`src/rtl/display_pkg.sv`:
```
// rtl/display_pkg.sv - shared types and segment constants for the result display
// Provides the converter state enum, the blank pattern and the active-low
// gfedcba segment table. No ports.
package display_pkg;

  typedef enum logic [1:0] {
    ST_IDLE    = 2'd0,
    ST_CONVERT = 2'd1,
    ST_DONE    = 2'd2
  } state_e;

  localparam logic [6:0] SEG_BLANK = 7'b1111111;

  // Indexed directly by a BCD nibble. Entries 10..15 cannot come out of a
  // valid double-dabble result, so they simply render as blank.
  localparam logic [15:0][6:0] SEG_TABLE = {
    SEG_BLANK, SEG_BLANK, SEG_BLANK, SEG_BLANK, SEG_BLANK, SEG_BLANK,
    7'b0010000,  // 9
    7'b0000000,  // 8
    7'b1111000,  // 7
    7'b0000010,  // 6
    7'b0010010,  // 5
    7'b0011001,  // 4
    7'b0110000,  // 3
    7'b0100100,  // 2
    7'b1111001,  // 1
    7'b1000000   // 0
  };

endpackage

```
`src/rtl/seg7_decoder.sv`:
```
// rtl/seg7_decoder.sv - BCD nibble to active-low 7-segment decoder
// Ports:
//   nibble_i  BCD digit value
//   blank_i   force the digit dark (leading-zero blanking)
//   seg_o     active-low segments, bit order gfedcba (bit0 = a)
module seg7_decoder
  import display_pkg::*;
(
  input  logic [3:0] nibble_i,
  input  logic       blank_i,
  output logic [6:0] seg_o
);

  always_comb begin
    seg_o = SEG_TABLE[nibble_i];
    if (blank_i) begin
      seg_o = SEG_BLANK;
    end
  end

endmodule

```
`src/rtl/result_display.sv`:
```
// rtl/result_display.sv - binary to decimal 7-segment display driver
// Converts value_i by iterative double-dabble (one shift per clock) whenever it
// differs from the last converted value, then registers blanked digits.
// Ports:
//   clk_i    system clock
//   rst_i    asynchronous reset, active-high
//   value_i  binary value to display
//   seg_o    DIGITS x 7 active-low segments, digit 0 least significant
//   busy_o   high while a conversion is in progress
//   done_o   one-cycle pulse on the cycle seg_o updates
module result_display
  import display_pkg::*;
#(
  parameter int WIDTH  = 10,
  parameter int DIGITS = 4
) (
  input  logic                clk_i,
  input  logic                rst_i,
  input  logic [WIDTH-1:0]    value_i,
  output logic [DIGITS*7-1:0] seg_o,
  output logic                busy_o,
  output logic                done_o
);

  localparam int CNT_W = $clog2(WIDTH + 1);
  localparam int BCD_W = DIGITS * 4;

  // "0" in the least significant digit, everything above dark.
  localparam logic [DIGITS*7-1:0] SEG_RESET = {{(DIGITS - 1){SEG_BLANK}}, SEG_TABLE[0]};

  // The largest input must fit in the available decimal digits.
  if ((64'd10 ** DIGITS) <= ((64'd1 << WIDTH) - 64'd1)) begin : g_param_check
    $error("result_display: DIGITS too small for WIDTH");
  end

  state_e               state_q, state_d;
  logic [WIDTH-1:0]     last_q;
  logic [WIDTH-1:0]     shift_q, shift_d;
  logic [BCD_W-1:0]     bcd_q, bcd_d, bcd_adj;
  logic [CNT_W-1:0]     cnt_q;
  logic [DIGITS*7-1:0]  seg_q, seg_next;
  logic                 done_q;
  logic                 start;

  // Changes during a conversion are not latched; they are picked up by this
  // compare on the first cycle back in IDLE.
  assign start = (value_i != last_q);

  // State register
  always_ff @(posedge clk_i or posedge rst_i) begin
    if (rst_i) begin
      state_q <= ST_IDLE;
    end else begin
      state_q <= state_d;
    end
  end

  // Next-state logic
  always_comb begin
    state_d = state_q;
    case (state_q)
      ST_IDLE:    if (start) state_d = ST_CONVERT;
      ST_CONVERT: if (cnt_q == CNT_W'(1)) state_d = ST_DONE;
      ST_DONE:    state_d = ST_IDLE;
      default:    state_d = ST_IDLE;
    endcase
  end

  // Outputs
  always_comb begin
    busy_o = (state_q == ST_CONVERT) || (state_q == ST_DONE);
    done_o = done_q;
    seg_o  = seg_q;
  end

  // One double-dabble step: correct nibbles >= 5, then shift {bcd, bin} left.
  always_comb begin
    bcd_adj = bcd_q;
    for (int k = 0; k < DIGITS; k++) begin
      if (bcd_q[k*4 +: 4] >= 4'd5) begin
        bcd_adj[k*4 +: 4] = bcd_q[k*4 +: 4] + 4'd3;
      end
    end
  end

  assign {bcd_d, shift_d} = {bcd_adj, shift_q} << 1;

  // Datapath registers
  always_ff @(posedge clk_i or posedge rst_i) begin
    if (rst_i) begin
      last_q  <= '0;
      shift_q <= '0;
      bcd_q   <= '0;
      cnt_q   <= '0;
      seg_q   <= SEG_RESET;
      done_q  <= 1'b0;
    end else begin
      done_q <= 1'b0;
      case (state_q)
        ST_IDLE: begin
          if (start) begin
            last_q  <= value_i;
            shift_q <= value_i;
            bcd_q   <= '0;
            cnt_q   <= CNT_W'(WIDTH);
          end
        end
        ST_CONVERT: begin
          bcd_q   <= bcd_d;
          shift_q <= shift_d;
          cnt_q   <= cnt_q - CNT_W'(1);
        end
        ST_DONE: begin
          seg_q  <= seg_next;
          done_q <= 1'b1;
        end
        default: ;
      endcase
    end
  end

  // Digit k is blank when it and every digit above it are zero; digit 0 always shows.
  for (genvar k = 0; k < DIGITS; k++) begin : g_digit
    logic blank;
    if (k == 0) begin : g_lsd
      assign blank = 1'b0;
    end else begin : g_upper
      assign blank = (bcd_q[BCD_W-1:k*4] == '0);
    end
    seg7_decoder u_dec (
      .nibble_i (bcd_q[k*4 +: 4]),
      .blank_i  (blank),
      .seg_o    (seg_next[k*7 +: 7])
    );
  end

endmodule
```
`config.mk`:
```
export PLATFORM = sky130hd
export DESIGN_NAME = result_display
export DESIGN_NICKNAME = d
export VERILOG_FILES = /design/src/rtl/display_pkg.sv /design/src/rtl/seg7_decoder.sv /design/src/rtl/result_display.sv
export SDC_FILE = /design/constraint.sdc
export NUM_CORES = 1
export LEC_CHECK = 0
export BUFFER_PORTS_ARGS = -buffer_cell sky130_fd_sc_hd__buf_2
export CAP_MARGIN = 20
export CELL_PAD_IN_SITES_DETAIL_PLACEMENT = 1
export CELL_PAD_IN_SITES_GLOBAL_PLACEMENT = 1
export CORE_MARGIN = 3
export CORE_UTILIZATION = 35
export DETAILED_ROUTE_END_ITERATION = 8
export GPL_ROUTABILITY_DRIVEN = 0
export GPL_TIMING_DRIVEN = 0
export PLACE_DENSITY = 0.74
export REMOVE_ABC_BUFFERS = 1
export SETUP_SLACK_MARGIN = 0.3
export SLEW_MARGIN = 20
export SYNTH_ARGS = -nofsm -noshare
export SYNTH_HDL_FRONTEND = slang
export SYNTH_SLANG_ARGS = --single-unit
export TNS_END_PERCENT = 1
```
`constraint.sdc`:
```
create_clock -name clk_i -period 2.35 [get_ports clk_i]
set_input_delay 0.235 -clock clk_i [delete_from_list [all_inputs] [get_ports clk_i]]
set_output_delay 0.235 -clock clk_i [all_outputs]
set_load 0.03 [all_outputs]
```
# ---- Word-level counts from Yosys, hierarchy flattened
# Memories as Yosys holds them, arrays and structs flattened. A register that Yosys moved wholly into a read port is not among the register bits.
# Cells that the tools add are included.
dict set report classes {
  magnitude_cmp 8
  muxes 21
  shift 0
  n_addsub 5
  multipliers 0
  reduce_logical 9
  eq_ne 6
  bitwise 0
  n_div 0
}
# cell n
set op_table {}
lappend op_table {{2-to-1 mux 7 bit} 7}
lappend op_table {{case mux 16 bit (2 select lines)} 1}
lappend op_table {{less-than comparator 4 x 5 -> 1 bit, second input constant} 4}
lappend op_table {{case mux 10 bit (2 select lines)} 1}
lappend op_table {{>= comparator 4 x 3 -> 1 bit, second input constant} 4}
lappend op_table {{2-to-1 mux 16 bit} 1}
lappend op_table {{2-to-1 mux 4 bit} 4}
lappend op_table {{adder 4 x 2 -> 4 bit, second input constant} 3}
lappend op_table {{zero test 12 bit} 1}
lappend op_table {{2-to-1 mux 10 bit} 1}
lappend op_table {{!= test 10 bit} 1}
lappend op_table {{zero test 8 bit} 1}
lappend op_table {{case mux 4 bit (2 select lines)} 1}
lappend op_table {{AND reduction 2 bit} 3}
lappend op_table {{== test 4 x 1 -> 1 bit, second input constant} 1}
lappend op_table {{zero test 4 bit} 1}
lappend op_table {{2-to-1 mux 2 bit} 2}
lappend op_table {{!= test 2 bit, second input constant} 2}
lappend op_table {{case mux 2 bit (2 select lines)} 1}
lappend op_table {{subtractor 4 x 1 -> 4 bit, second input constant} 1}
lappend op_table {{adder 3 x 2 -> 3 bit, second input constant} 1}
lappend op_table {{2-to-1 mux 3 bit} 1}
lappend op_table {{== test 2 x 1 -> 1 bit, second input constant} 1}
lappend op_table {{== test 2 bit, second input constant} 1}
lappend op_table {{4 further kinds} 4}
dict set report totals {
  romBits 448
  output_inout_bits 30
  inputBits 12
  elab_cells 60
  mem_bits_rw 0
  regBits 71
  latch_bits 0
  memories 4
}
# memory words word_bits rd rd_clocked_by_memory_dff write_ports line
set memory_table {}
lappend memory_table {{(no name shown)} 16 7 1 0 0 seg7_decoder.sv:15} ;# seg_o = SEG_TABLE[nibble_i];
lappend memory_table {{(no name shown)} 16 7 1 0 0 seg7_decoder.sv:15}
lappend memory_table {{(no name shown)} 16 7 1 0 0 seg7_decoder.sv:15}
lappend memory_table {{(no name shown)} 16 7 1 1 0 seg7_decoder.sv:15}

# ---- Depth between registers and ports, before layout
# Gate-level depths: netlist (run 1).
dict set report depth {
  word_depth 3
  ltp_mapped 9
  ltp_nobuf 7
}

# ---- Hierarchy
# A second synthesis (run 1) with hierarchy kept.
dict set report hier_totals {
  hier_cells 402
  hier_area_um2 4349.2
}
# module area_per_inst_um2 n_inst cells_each
set modules_own_cells {}
lappend modules_own_cells {result_display 3405.8 1 270}
lappend modules_own_cells {{seg7_decoder at g_digit[0].u_dec ...} 236.5 2 33}
lappend modules_own_cells {{seg7_decoder at g_digit[2].u_dec ...} 235.2 2 33}

# ---- Least setup slack after synthesis (run 1)
# Ideal clock, no wire load.
dict set report synth_path {
  path_kind {register to register}
  from {register bcd_q[10]}
  to {register bcd_q[11]}
  period_less_slack_ns 1.862
  stages_incl_launch_ff 7
  path_slack_ns 0.488
  setup_time_ns 0.126
  t_arrival_ns 1.736
  t_required_ns 2.224
  cell_sequence {dfrtp_1 clkbuf_1 inv_1 ha_1 o211a_1 o21ba_2 a221o_1}
}
dict set report synth_between {
  elab_chain_cells 3
}
# item line
set synth_lines {}
lappend synth_lines {{start: declaration} result_display.sv:39} ;# logic [BCD_W-1:0] bcd_q, bcd_d, bcd_adj;
lappend synth_lines {{start signal: assignment} result_display.sv:93} ;# bcd_q <= '0;
lappend synth_lines {{start signal: assignment} result_display.sv:104} ;# bcd_q <= '0;
lappend synth_lines {{start signal: assignment} result_display.sv:109} ;# bcd_q <= bcd_d;
lappend synth_lines {{adder 4 x 2 -> 4 bit or >= comparator 4 x 3 -> 1 bit (tied branches)} {result_display.sv:81, result_display.sv:80}}
lappend synth_lines {{2-to-1 mux 4 bit (*)} result_display.sv:80} ;# if (bcd_q[k*4 +: 4] >= 4'd5) begin
lappend synth_lines {{case mux 16 bit (2 select lines) (*)} result_display.sv:99} ;# case (state_q)
# Mark *: on every way between the ends. The rest lies on a longest branch, timed or not.
# A chain may end at the register's enable or synchronous reset.

# ---- Worst setup path after layout (run 1)
dict set report layout_path {
  from {register last_q[8]}
  to {register shift_q[3]}
}
dict set report layout_between {
  elab_chain_cells 3
}
# item line
set layout_lines {}
lappend layout_lines {{start: declaration} result_display.sv:37} ;# logic [WIDTH-1:0] last_q;
lappend layout_lines {{start signal: assignment} result_display.sv:102} ;# last_q <= value_i;
lappend layout_lines {{!= test 10 bit} result_display.sv:47} ;# assign start = (value_i != last_q);
lappend layout_lines {{!= test 2 bit (no source line)} -}
lappend layout_lines {{AND reduction 2 bit (no source line)} -}
lappend layout_lines {{end signal: assignment} result_display.sv:103} ;# shift_q <= value_i;
lappend layout_lines {{end signal: assignment} result_display.sv:110} ;# shift_q <= shift_d;
lappend layout_lines {{end: declaration} result_display.sv:38} ;# logic [WIDTH-1:0] shift_q, shift_d;
# No other way between the ends.

==> reports/qor.txt, run 1 <==
======================================================================================
Result of the run                                                            completed
Wire length of the first global-routing pass                                 17,100 um
Largest fanout on the critical path                                                 21
Number of failing hold endpoints at the final stage                                  0
Die Y-Extent                                                                    113 um
TritonCTS clock tree                                                               yes
Clock Latency Late Sink                                                        0.33 ns
Leakage                                                                        2.09 nW
Vias post-DR                                                                     3,217
Comb power frac                                                                  50.5%
Post-synth design cell area                                               0.00401 sq mm
Setup slack of the critical path after layout                                 0.243 ns
Length in cells of the worst reg-to-reg path                                         6
Yosys Warn Count                                                                     0
Remaining antenna violation count after routing                                      0
Fin util                                                                         43.2%
Headroom to the max-slew limit                                                   67.4%
Number of cells on the worst hold path                                               2
Post-Route WL                                                                10,000 um
Global route overflow                                                                0
Maximum number of pins on one net before global-route repair                        56
Number of nets in the layout                                                       490
Main synth FF type                                                        sky130_fd_sc_hd__dfrtp_1
Routed wire length per instance                                                16.8 um
Antenna cells                                                                        0
Final sum of negative setup slack                                                 0 ns
Sw Ratio                                                                         44.1%
Number of detailed-routing iterations run before antenna repair                      5
Maximum Capacitance Violations                                                       0
Worst setup path class                                                      reg -> reg
Dpl hpwl                                                                       6260 um
Sequential standard cell area                                             0.00180 sq mm
Most common cell in the synthesized netlist                               sky130_fd_sc_hd__nor2_1
Iter 0 DRT Violations                                                              148
Core area                                                                 0.0110 sq mm
Shortest clock period the worst path allows after layout                       2.11 ns
Dominant cells by area after synthesis                                    sky130_fd_sc_hd__dfrtp_1 (31%), sky130_fd_sc_hd__dfstp_2 (14%), sky130_fd_sc_hd__ha_1 (8.1%), sky130_fd_sc_hd__a21oi_1 (4.7%), sky130_fd_sc_hd__nor2_1 (4.7%)
Buffers added on ports                                                              41
Sequential share of power                                                        31.0%
Standard-cell rows                                                                  38
Proportion of power drawn by the clock network                                   18.5%
Async set-or-reset flop fraction in the synthesized netlist                       100%
Commonest cells in the netlist                                            sky130_fd_sc_hd__nor2_1 (50), sky130_fd_sc_hd__dfrtp_1 (49), sky130_fd_sc_hd__inv_1 (42)
Netlist cell types                                                                  46
Syn_area_per_cell                                                           9.58 sq um
Global-route usage over all layers                                               16.4%
# placed instances                                                                 575
Full die area                                                             0.0128 sq mm
Area occupied by multi-input gates                                        0.00204 sq mm
Net switching power figure                                                     3.39 mW
Fraction of final layout cells sized beyond drive strength 1                     25.6%
Period utilization                                                               89.7%
Data required time at the worst endpoint                                       2.62 ns
Number of flops mapped to enable cells by yosys                                      0
Number of design rule violations left after detail routing                           0
Count of clock tree sinks                                                           71
Pwr Total                                                                      7.69 mW
Worst setup EP type                                                          flip-flop
Maximum clock skew at final layout                                          0.00473 ns
Unrepaired setup endpoints after global routing                                    yes
Non-filler cells, final                                                            597
Area Overhead vs Synth                                                           18.8%
Total of fill cells in the finished design                                       1,265
Number of antenna violations at the first check in global routing                    0
Worst-Margin Slew                                                             0.484 ns
Number of instances in the synthesized netlist                                     418
Most area-hungry cell type in the Yosys netlist                           sky130_fd_sc_hd__dfrtp_1
Top Ports                                                                           42
Placed Instance Area                                                      0.00432 sq mm
Number of buffers created by CTS                                                     9
Peak supply drop                                                              0.624 mV
Signal arrival time at the worst endpoint                                      2.38 ns
Power density over the cells                                              1620 mW/mm^2
Vias in the first global route                                                   3,438
Worst Setup Slack post-DPL                                                    -1.05 ns
Starting density of the core                                                     36.3%
Internal Dissipation                                                           4.30 mW
Cell chosen for the clock root                                            sky130_fd_sc_hd__clkbuf_16
Number of synthesized register bits                                                 71
# setup viols final                                                                  0
Number of slew-limit violations in the final report                                  0
Startpoint Class                                                             flip-flop
Min Hold Slack                                                                0.176 ns
Avg Vias per Cell                                                                 5.39
Max Freq                                                                     0.475 GHz
Clock slew at the register clock pins of the worst setup and hold paths        0.06 ns
Final non-filler cell area                                                0.00476 sq mm
Hold Crit Class                                                              in -> reg
Yosys top cell area share                                                        30.6%
Floorplan die width                                                             113 um
# H-tree levels                                                                      3
Register area share after synthesis                                              45.0%
Clock Path Buffers                                                                   2
======================================================================================
## critical path, stage by stage (launching register included)
cell and delay, ns:
sky130_fd_sc_hd__dfrtp_1 0.39, sky130_fd_sc_hd__xor2_1 0.19, sky130_fd_sc_hd__nor4_4 0.47, sky130_fd_sc_hd__nand4_1 0.15, sky130_fd_sc_hd__buf_4 0.19, sky130_fd_sc_hd__nand2_2 0.37
sky130_fd_sc_hd__o221a_2 0.28
## power by group through the flow
stage,Combinational [mW],Clock [mW],Sequential (mW)
6_report,3.88,1.42,2.39
5_1_grt,4.30,1.49,2.49
4_1_cts,3.86,1.45,2.38
3_5_place_dp,3.66,0,2.39
3_3_place_gp,3.49,0,2.34
2_1_floorplan,2.36,0,2.69
## metal layers
metal | vias to the layer above | routed length, um | GRT usage, %
met2 | 51 | 5070 | 27.9
met1 | 1605 | 4490 | 21.0
met4 | 0 | 159 | 5.69
li1 | 1547 | - | -
met5 | - | 0 | 0
met3 | 14 | 330 | 2.78
## final timing paths
kind                                       start                      to  slack (ns)
min in group asynchronous                  rst_i    seg_o[4]$_DFFE_PP0P_        0.38
hold reg to reg             seg_o[6]$_DFFE_PP1P_    seg_o[6]$_DFFE_PP1P_        0.47
setup / recovery           last_q[8]$_DFFE_PP0P_  shift_q[3]$_DFFE_PP0P_        0.24
hold / removal                        value_i[9]   last_q[9]$_DFFE_PP0P_        0.18
max in group asynchronous                  rst_i    seg_o[9]$_DFFE_PP1P_        1.38
setup reg to reg           last_q[8]$_DFFE_PP0P_  shift_q[3]$_DFFE_PP0P_        0.24
## cell families (layout without fill, tap and decap cells)
logic type / after synthesis / in the layout / synth area share [%]
fa+ha+maj: 26 / 26 / 8.12
simple gates: 96 / 97 / 11.1
xor+xnor: 14 / 14 / 3.06
compound gates: 128 / 128 / 21.7
flops: 71 / 71 / 45.0
buf+inv: 67 / 105 / 6.56
mux: 16 / 16 / 4.37
## sequential cells by signal, indices dropped and copies added, names as in the netlist
name	count
cnt_q	4
state_q	2
last_q	10
shift_q	10
bcd_q	16
seg_o	28
done_o	1
## cells in the final DEF, fill, tap and decap left out, drive strengths merged, types with 3 or more instances in the layout
cell type | Yosys | layout
o22ai | 13 | 13
nand2b | 5 | 5
nor3b | 4 | 4
a221o | 3 | 3
o211ai | 6 | 6
xor2 | 10 | 10
o21bai | 3 | 3
a31oi | 10 | 10
mux2i | 4 | 4
a21oi | 38 | 38
dfstp | 22 | 22
nor2b | 3 | 3
inv | 42 | 42
nor2 | 50 | 50
dfrtp | 49 | 49
mux2 | 12 | 12
nand2 | 9 | 9
xnor2 | 4 | 4
buf | 9 | 46
o21ai | 19 | 19
nand4 | 3 | 4
clkbuf | 16 | 14
o221a | 10 | 10
nand3 | 9 | 9
o22a | 10 | 10
ha | 26 | 26
or2 | 8 | 8
## timing repair
| item | 4_1_cts | 5_1_grt |
|---|---|---|
| setup endpoints to repair | 40 | 46 |
| pin swaps | 2 | 0 |
| endpoints found under the hold margin | 6 | 0 |
| cloned | 1 | 0 |
| buffers inserted | 4 | 0 |
| gates resized for setup | 11 | 2 |
| hold buffers | 1 | 0 |
## area by class of cell
class / count / share of cell area, %
Multi-Input combinational cell: 281 / 42.8
Sequential cell: 71 / 37.9
Clock buffer: 14 / 5.76
Timing Repair Buffer: 47 / 5.73
Tap cell: 140 / 3.68
Inverter: 42 / 3.36
Clock inverter: 2 / 0.788
Note: power is estimated with default switching activity, not from simulation.
==> run 2, diff against run 1 <==
ABC_AREA = 1   (was unset)
PLACE_DENSITY = 0.76   (was 0.74)
==> run 2 against run 1 <==
Clock power decreased by 13%. Via count increased by 12%. Routed wire length increased by 1.6%. Largest power group unchanged. Combinational power decreased by 46%.
==> reports/qor.txt, run 2 <==
==========================================================================================
Buffers added on ports                                                                  41   unchanged
Number of nets in the layout                                                           599   +22%
Iter 0 DRT Violations                                                                  125   -16%
Largest stage delay on the critical path                                           0.59 ns   +0.12 ns
Number of design rule violations left after detail routing                               0   unchanged
Number of synthesized register bits                                                     71   unchanged
Number of instances in the synthesized netlist                                         531   +27%
Number of failing hold endpoints at the final stage                                      0   unchanged
Register area share after synthesis                                                  44.3%   -0.71 points
Yosys top cell area share                                                            30.1%   -0.48 points
Worst setup EP type                                                              flip-flop
Avg Vias per Cell                                                                     5.11   -5.2%
Fraction of final layout cells sized beyond drive strength 1                         15.6%   -10 points
Non-filler cells, final                                                                705   +18%
Max Freq                                                                         0.506 GHz   +6.5%
Unrepaired setup endpoints after global routing                                        yes
Wire length of the first global-routing pass                                     17,800 um   +4.0%
Floorplan die width                                                                 114 um   +0.75%
Die Y-Extent                                                                        114 um   +0.75%
Clock Path Buffers                                                                       2   unchanged
Critical path's top delay family                                              simple AND/OR/NAND/NOR gates
Starting density of the core                                                         36.7%   +0.42 points
Data required time at the worst endpoint                                           2.62 ns   about the same
Synth Area in Simple Gates                                                           26.8%   +16 points
Multiplexer share of the synthesized area                                               0%   -4.4 points
# placed instances                                                                     689   +20%
Complex-gate fraction of the synthesized area                                        11.3%   -10 points
Number of buffers created by CTS                                                         9   unchanged
Antenna cells                                                                            0   unchanged
Placed Instance Area                                                          0.00437 sq mm   +1.3%
TritonCTS clock tree                                                                   yes
Global-route usage over all layers                                                   16.8%   +0.46 points
Commonest cells in the netlist                                                sky130_fd_sc_hd__nand2_1 (120), sky130_fd_sc_hd__nand3_1 (70), sky130_fd_sc_hd__nor2_1 (59)
Maximum clock skew at final layout                                              0.00850 ns   +0.00377 ns
Full die area                                                                 0.0130 sq mm   +1.5%
Number of antenna violations at the first check in global routing                        0   unchanged
Critical Path, Cell by Cell                                                   inv_1, ha_1, nand3_2, nand2_1, nand2_1, nand2_1
Top Ports                                                                               42   unchanged
Global route overflow                                                                    0   unchanged
Dominant cells by area after synthesis                                        sky130_fd_sc_hd__dfrtp_1 (30%), sky130_fd_sc_hd__dfstp_2 (14%), sky130_fd_sc_hd__nand2_1 (11%), sky130_fd_sc_hd__nand3_1 (8.6%), sky130_fd_sc_hd__ha_1 (8.0%)
Shortest clock period the worst path allows after layout                           1.98 ns   -0.129 ns
Netlist cell types                                                                      27   -41%
Dpl hpwl                                                                           6950 um   +11%
Cell chosen for the clock root                                                sky130_fd_sc_hd__clkbuf_16
Combinational family with the most area after synthesis                       simple AND/OR/NAND/NOR gates
Start point of the worst hold path                                              value_i[0]
Standard-cell rows                                                                      38   unchanged
Remaining antenna violation count after routing                                          0   unchanged
Cell with the largest stage delay on the worst path                           sky130_fd_sc_hd__nand3_2
Worst-Margin Slew                                                                 0.662 ns   +0.178 ns
Number of cells on the worst hold path                                                   3   +1
Number of detailed-routing iterations run before antenna repair                          4   -1
Length in cells of the worst reg-to-reg path                                             6   unchanged
Final non-filler cell area                                                    0.00468 sq mm   -1.7%
WP buf/inv                                                                               1   unchanged
Startpoint Class                                                                 flip-flop
Period utilization                                                                   84.2%   -5.5 points
Worst setup path class                                                          reg -> reg
Headroom to the max-slew limit                                                       55.8%   -12 points
Reg-to-reg slack, setup                                                            0.37 ns   +0.13 ns
Vias post-DR                                                                         3,601   +12%
Number of slew-limit violations in the final report                                      0   unchanged
Count of clock tree sinks                                                               71   unchanged
Worst flop-to-flop path endpoint                                              state_q[1]$_DFFE_PP0P_
Vias in the first global route                                                       3,839   +12%
Most common library cell in the layout ignoring fill and taps                 sky130_fd_sc_hd__nand2_1
# H-tree levels                                                                          3   unchanged
Signal arrival time at the worst endpoint                                          2.25 ns   -0.13 ns
Maximum Capacitance Violations                                                           0   unchanged
Cell seen most often among critical-path stages                               sky130_fd_sc_hd__nand2_1
Leakage                                                                            2.32 nW   +11%
Post-synth design cell area                                                   0.00407 sq mm   +1.6%
# setup viols final                                                                      0   unchanged
Main synth FF type                                                            sky130_fd_sc_hd__dfrtp_1
Most area-hungry cell type in the Yosys netlist                               sky130_fd_sc_hd__dfrtp_1
Final sum of negative setup slack                                                     0 ns   unchanged
Result of the run                                                                completed
Yosys Warn Count                                                                         0   unchanged
Post-Route WL                                                                    10,200 um   +1.6%
Total of fill cells in the finished design                                           1,403   +11%
Power density over the cells                                                  1110 mW/mm^2   -32%
Largest fanout on the critical path                                                     31   +48%
Peak supply drop                                                                  0.494 mV   -21%
Async set-or-reset flop fraction in the synthesized netlist                           100%   unchanged
Most frequent cells in the layout                                             sky130_fd_sc_hd__nand2_1 (118), sky130_fd_sc_hd__nand3_1 (69), sky130_fd_sc_hd__nor2_1 (59), sky130_fd_sc_hd__inv_1 (50), sky130_fd_sc_hd__dfrtp_1 (49)
Flip-flop count of the largest register, all copies and words added                     28   unchanged
Share of synthesized cell area in full adder, half adder and majority cells          7.99%   -0.13 points
Hold Crit Class                                                                  in -> reg
Xor/xnor cell area share of the yosys netlist                                        1.72%   -1.3 points
Syn_area_per_cell                                                               7.67 sq um   -20%
Worst r2r src                                                                 state_q[0]$_DFFE_PP0P_
Number of flops mapped to enable cells by yosys                                          0   unchanged
Clock Latency Late Sink                                                            0.34 ns   about the same
Clock slew at the register clock pins of the worst setup and hold paths            0.05 ns   about the same
Hold Path End                                                                 last_q[0]$_DFFE_PP0P_
Routed wire length per instance                                                    14.5 um   -14%
Maximum number of pins on one net before global-route repair                            50   -11%
Area Overhead vs Synth                                                               15.0%
Core area                                                                     0.0111 sq mm   +0.43%
Most common cell in the synthesized netlist                                   sky130_fd_sc_hd__nand2_1
==========================================================================================
[run 2: timing repair]
item | CTS | global route
hold endpoints to repair | 19 | 0
gates resized for setup | 6 | 3
setup endpoints to repair | 52 | 61
hold buffers | 1 | 0
setup buffers | 0 | 0
[run 2: logic make-up after synthesis]
logic type / Yosys count
adders and majority gates: 26
buffers and inverters: 78
DFF: 71
and+or+nand+nor: 261
AOI/OAI and AO/OA: 87
xor gates and xnor gates: 8
[run 2: worst min-delay path: cells and delay by family]
| family | cells | cell delay, ns |
|---|---|---|
| and+or+nand+nor | 2 | 0.14 |
| buffers and inverters | 1 | 0.11 |
[run 2: worst max-delay path by stage]
stage | from | end | slack (ns) | depth (start not counted)
2_1_floorplan | state_q[1]$_DFFE_PP0P_ | bcd_q[12]$_DFFE_PP0P_ | 0.08 | 6
3_3_place_gp | state_q[1]$_DFFE_PP0P_ | bcd_q[8]$_DFFE_PP0P_ | -1.01 | 6
3_5_place_dp | state_q[1]$_DFFE_PP0P_ | bcd_q[3]$_DFFE_PP0P_ | -1.0 | 6
4_1_cts | state_q[0]$_DFFE_PP0P_ | seg_o[1]$_DFFE_PP0P_ | 0.14 | 5
5_1_grt | last_q[9]$_DFFE_PP0P_ | state_q[0]$_DFFE_PP0P_ | 0.13 | 10
6_report | state_q[0]$_DFFE_PP0P_ | state_q[1]$_DFFE_PP0P_ | 0.37 | 6
[run 2: report_power, final]
part	internal, mW	total, mW	switching [mW]
Sequential	1.59	1.84	0.252
Clock	0.737	1.23	0.489
Combinational	0.645	2.11	1.46
[run 2: cell type report]
cell class                 instances  area, sq um  area share (%)
clock buffer                      14          254            5.43
clock inverter                     1         5.00           0.107
inverter                          54          208            4.44
multi-input combinational        382         1990            42.6
sequential                        71         1800            38.5
tap                              140          175            3.74
timing repair buffer              43          243            5.19
[run 2: per-stage QoR]
step	setup slack (ns)	total power, mW	hold WS (ns)	utilization [%]
floorplan	0.0789	3.31	0.380	-
global placement	-1.01	3.82	0.479	39.1
detailed placement	-0.996	3.95	0.247	39.5
CTS	0.140	5.24	0.184	42.0
global route	0.132	5.62	0.188	42.3
finish	0.372	5.18	0.186	42.3
[run 2: layer usage]
| layer | wire length (um) | global-route usage [%] |
|---|---|---|
| met5 | 0 | 0 |
| met1 | 4530 | 20.1 |
| met4 | 197 | 6.25 |
| met2 | 5230 | 30.4 |
| met3 | 245 | 2.76 |
==> run 3, diff against run 2 <==
ABC_AREA = 0   (was 1)
PLACE_DENSITY = 0.74   (was 0.76)
clock period = 1.95 ns   (was 2.35 ns; I/O delays follow)
==> run 3 against run 2 <==
The flow now finishes with violations (negative setup slack). Via count decreased by 9.3%. Hold slack got worse by 0.051 ns. Non-clock buffer count increased by 12. Critical endpoint is now shift_q[4]$_DFFE_PP0P_. Count of clock-buffer cells in the layout unchanged. Flip-flop and latch count unchanged. Sequential power increased by 61%.
==> reports/qor.txt, run 3 (synthesis results as in run 1) <==
======================================================================================
Worst setup path class                                                      reg -> reg
Number of design rule violations left after detail routing                           0   unchanged
Global route overflow                                                                0   unchanged
Top Ports                                                                           42   unchanged
Cell chosen for the clock root                                            sky130_fd_sc_hd__clkbuf_16
Shortest clock period the worst path allows after layout                       1.95 ns   -0.0257 ns
Starting density of the core                                                     36.3%   -0.42 points
Core area                                                                 0.0110 sq mm   -0.43%
Leakage                                                                        2.20 nW   -5.2%
Area occupied by multi-input gates                                        0.00229 sq mm   +15%
Critical Path, Cell by Cell                                               xor2_2, nor4_4, nand4_1, buf_6, buf_8, or2_0, o221a_2
Count of clock tree sinks                                                           71   unchanged
Total of fill cells in the finished design                                       1,236   -12%
Cell with the largest stage delay on the worst path                       sky130_fd_sc_hd__dfrtp_1
Vias in the first global route                                                   3,535   -7.9%
Final sum of negative setup slack                                          -0.00231 ns   -0.00231 ns
Startpoint Class                                                             flip-flop
Worst r2r src                                                             last_q[8]$_DFFE_PP0P_
Hold Crit Class                                                              in -> reg
Floorplan die width                                                             113 um   -0.74%
Clock slew at the register clock pins of the worst setup and hold paths        0.06 ns   about the same
Data required time at the worst endpoint                                       2.16 ns   -0.46 ns
Period utilization                                                                100%   +16 points
Min Hold Slack                                                                0.135 ns   -0.0505 ns
Flip-flop count of the largest register, all copies and words added                 28   unchanged
Most frequent cells in the layout                                         sky130_fd_sc_hd__nor2_1 (50), sky130_fd_sc_hd__dfrtp_1 (44), sky130_fd_sc_hd__buf_2 (41), sky130_fd_sc_hd__a21oi_1 (32), sky130_fd_sc_hd__inv_1 (31)
Unrepaired setup endpoints after global routing                                    yes
Number of slew-limit violations in the final report                                  0   unchanged
Violated checks                                                           negative setup slack
Post-Route WL                                                                10,900 um   +7.1%
# setup viols final                                                                  1   +1
Number of failing hold endpoints at the final stage                                  0   unchanged
Antenna cells                                                                        0   unchanged
Full die area                                                             0.0128 sq mm   -1.5%
Maximum number of pins on one net before global-route repair                        56   +12%
Clock Latency Late Sink                                                        0.33 ns   about the same
Clock Path Buffers                                                                   2   unchanged
TritonCTS clock tree                                                               yes
Standard-cell rows                                                                  38   unchanged
Power density over the cells                                              1990 mW/mm^2   +80%
Worst-Margin Slew                                                             0.577 ns   -0.0851 ns
Largest fanout on the critical path                                                  5   -84%
Fraction of final layout cells sized beyond drive strength 1                     35.7%   +20 points
Worst setup path end                                                      shift_q[4]$_DFFE_PP0P_
Most common library cell in the layout ignoring fill and taps             sky130_fd_sc_hd__nor2_1
Vias post-DR                                                                     3,265   -9.3%
Number of buffers created by CTS                                                     9   unchanged
Number of nets in the layout                                                       498   -17%
Area Overhead vs Synth                                                           28.0%
# H-tree levels                                                                      3   unchanged
Global-route usage over all layers                                               17.1%   +0.28 points
Sequential standard cell area                                             0.00181 sq mm   +0.35%
Result of the run                                                         finished, violations left
Wire length of the first global-routing pass                                 17,800 um   -0.47%
Critical path's top delay family                                          simple AND/OR/NAND/NOR gates
Remaining antenna violation count after routing                                      0   unchanged
Max Freq                                                                     0.512 GHz   +1.3%
Buffers added on ports                                                              41   unchanged
Iter 0 DRT Violations                                                              195   +56%
Number of detailed-routing iterations run before antenna repair                      4   unchanged
Headroom to the max-slew limit                                                   61.6%   +5.7 points
Number of antenna violations at the first check in global routing                    0   unchanged
Largest stage delay on the critical path                                       0.40 ns   -0.19 ns
Die Y-Extent                                                                    113 um   -0.74%
Critical path launch point                                                last_q[8]$_DFFE_PP0P_
Peak supply drop                                                              0.752 mV   +52%
Avg Vias per Cell                                                                 5.40   +5.7%
Fin util                                                                         46.5%   +4.2 points
Length in cells of the worst reg-to-reg path                                         7   +1
Routed wire length per instance                                                18.1 um   +25%
Worst flop-to-flop path endpoint                                          shift_q[4]$_DFFE_PP0P_
Dpl hpwl                                                                       6260 um   -10%
Pwr Total                                                                      10.2 mW   +97%
Signal arrival time at the worst endpoint                                      2.17 ns   -0.08 ns
Reg-to-reg slack, setup                                                      -0.002 ns   -0.37 ns
Number of stages on the worst setup path                                             7   +1
Maximum clock skew at final layout                                          0.00527 ns   -0.00324 ns
WP buf/inv                                                                           2   +1
Setup slack of the critical path after layout                              -0.00231 ns   -0.374 ns
Worst setup EP type                                                          flip-flop
Maximum Capacitance Violations                                                       0   unchanged
======================================================================================
-- run 3: cell types whose count changed in the layout (fill, tap and decap cells not counted), moves of 7 or more --
cell / change
sky130_fd_sc_hd__inv_1: -19
sky130_fd_sc_hd__nand2_1: -111
sky130_fd_sc_hd__nand3_1: -62
sky130_fd_sc_hd__mux2_2: +9
sky130_fd_sc_hd__o221a_2: +9
sky130_fd_sc_hd__o21ai_0: -25
sky130_fd_sc_hd__o22a_1: +10
sky130_fd_sc_hd__nor2_1: -9
sky130_fd_sc_hd__o22ai_1: +10
sky130_fd_sc_hd__or2_0: +7
sky130_fd_sc_hd__inv_2: +8
-- run 3: metrics by stage --
step / cells / instance area, sq um / setup WS, ns
final: 605 / 5130 / -0.00231
after global routing: 605 / 5130 / -0.0878
after CTS: 601 / 4860 / 0.0395
after detailed placement: 575 / 4320 / -1.45
after global placement: 574 / 4280 / -1.95
after floorplan: 393 / 3900 / -0.826
-- run 3: layer usage --
metal / vias up / part of all wire, % / GRT usage [%]
met5: - / 0 / 0
met3: 17 / 2.7 / 2.78
met1: 1649 / 44 / 21.5
met4: 0 / 1.6 / 6.01
met2: 49 / 52 / 29.8
li1: 1550 / - / -
-- run 3: power breakdown --
part           switching [mW]  total, mW  leakage (nW)  internal [mW]
logic                    3.16       5.52          1.22           2.36
clock network           0.623       1.72         0.149           1.10
registers               0.703       2.96         0.829           2.26
total                    4.49       10.2          2.20           5.72
-- run 3: how the worst min path moves through the flow --
stage                               start                     to  slack, ns  cells past startpoint
global placement    seg_o[27]$_DFFE_PP1P_  seg_o[27]$_DFFE_PP1P_       0.46                      2
finish                         value_i[9]  last_q[9]$_DFFE_PP0P_       0.14                      2
detailed placement                  rst_i   seg_o[4]$_DFFE_PP0P_       0.15                      2
CTS                            value_i[9]  last_q[9]$_DFFE_PP0P_       0.14                      2
floorplan                      value_i[1]  last_q[1]$_DFFE_PP0P_       0.35                      1
global route                   value_i[9]  last_q[9]$_DFFE_PP0P_       0.14                      2
-- run 3: timing repair --
item	4_1_cts	5_1_grt
endpoints found under the setup margin	57	58
hold endpoints to repair	6	0
gates cloned	1	1
pin swaps	9	30
hold buffers	1	0
setup buffers	8	3
resized for setup	33	48
-- run 3: cell type report --
class	count	area share, %
Clock inverter	2	0.732
Tap cell	140	3.42
Clock buffer	14	5.35
Sequential cell	71	35.3
Inverter	42	3.22
Timing Repair Buffer	55	7.27
Multi-Input combinational cell	281	44.7
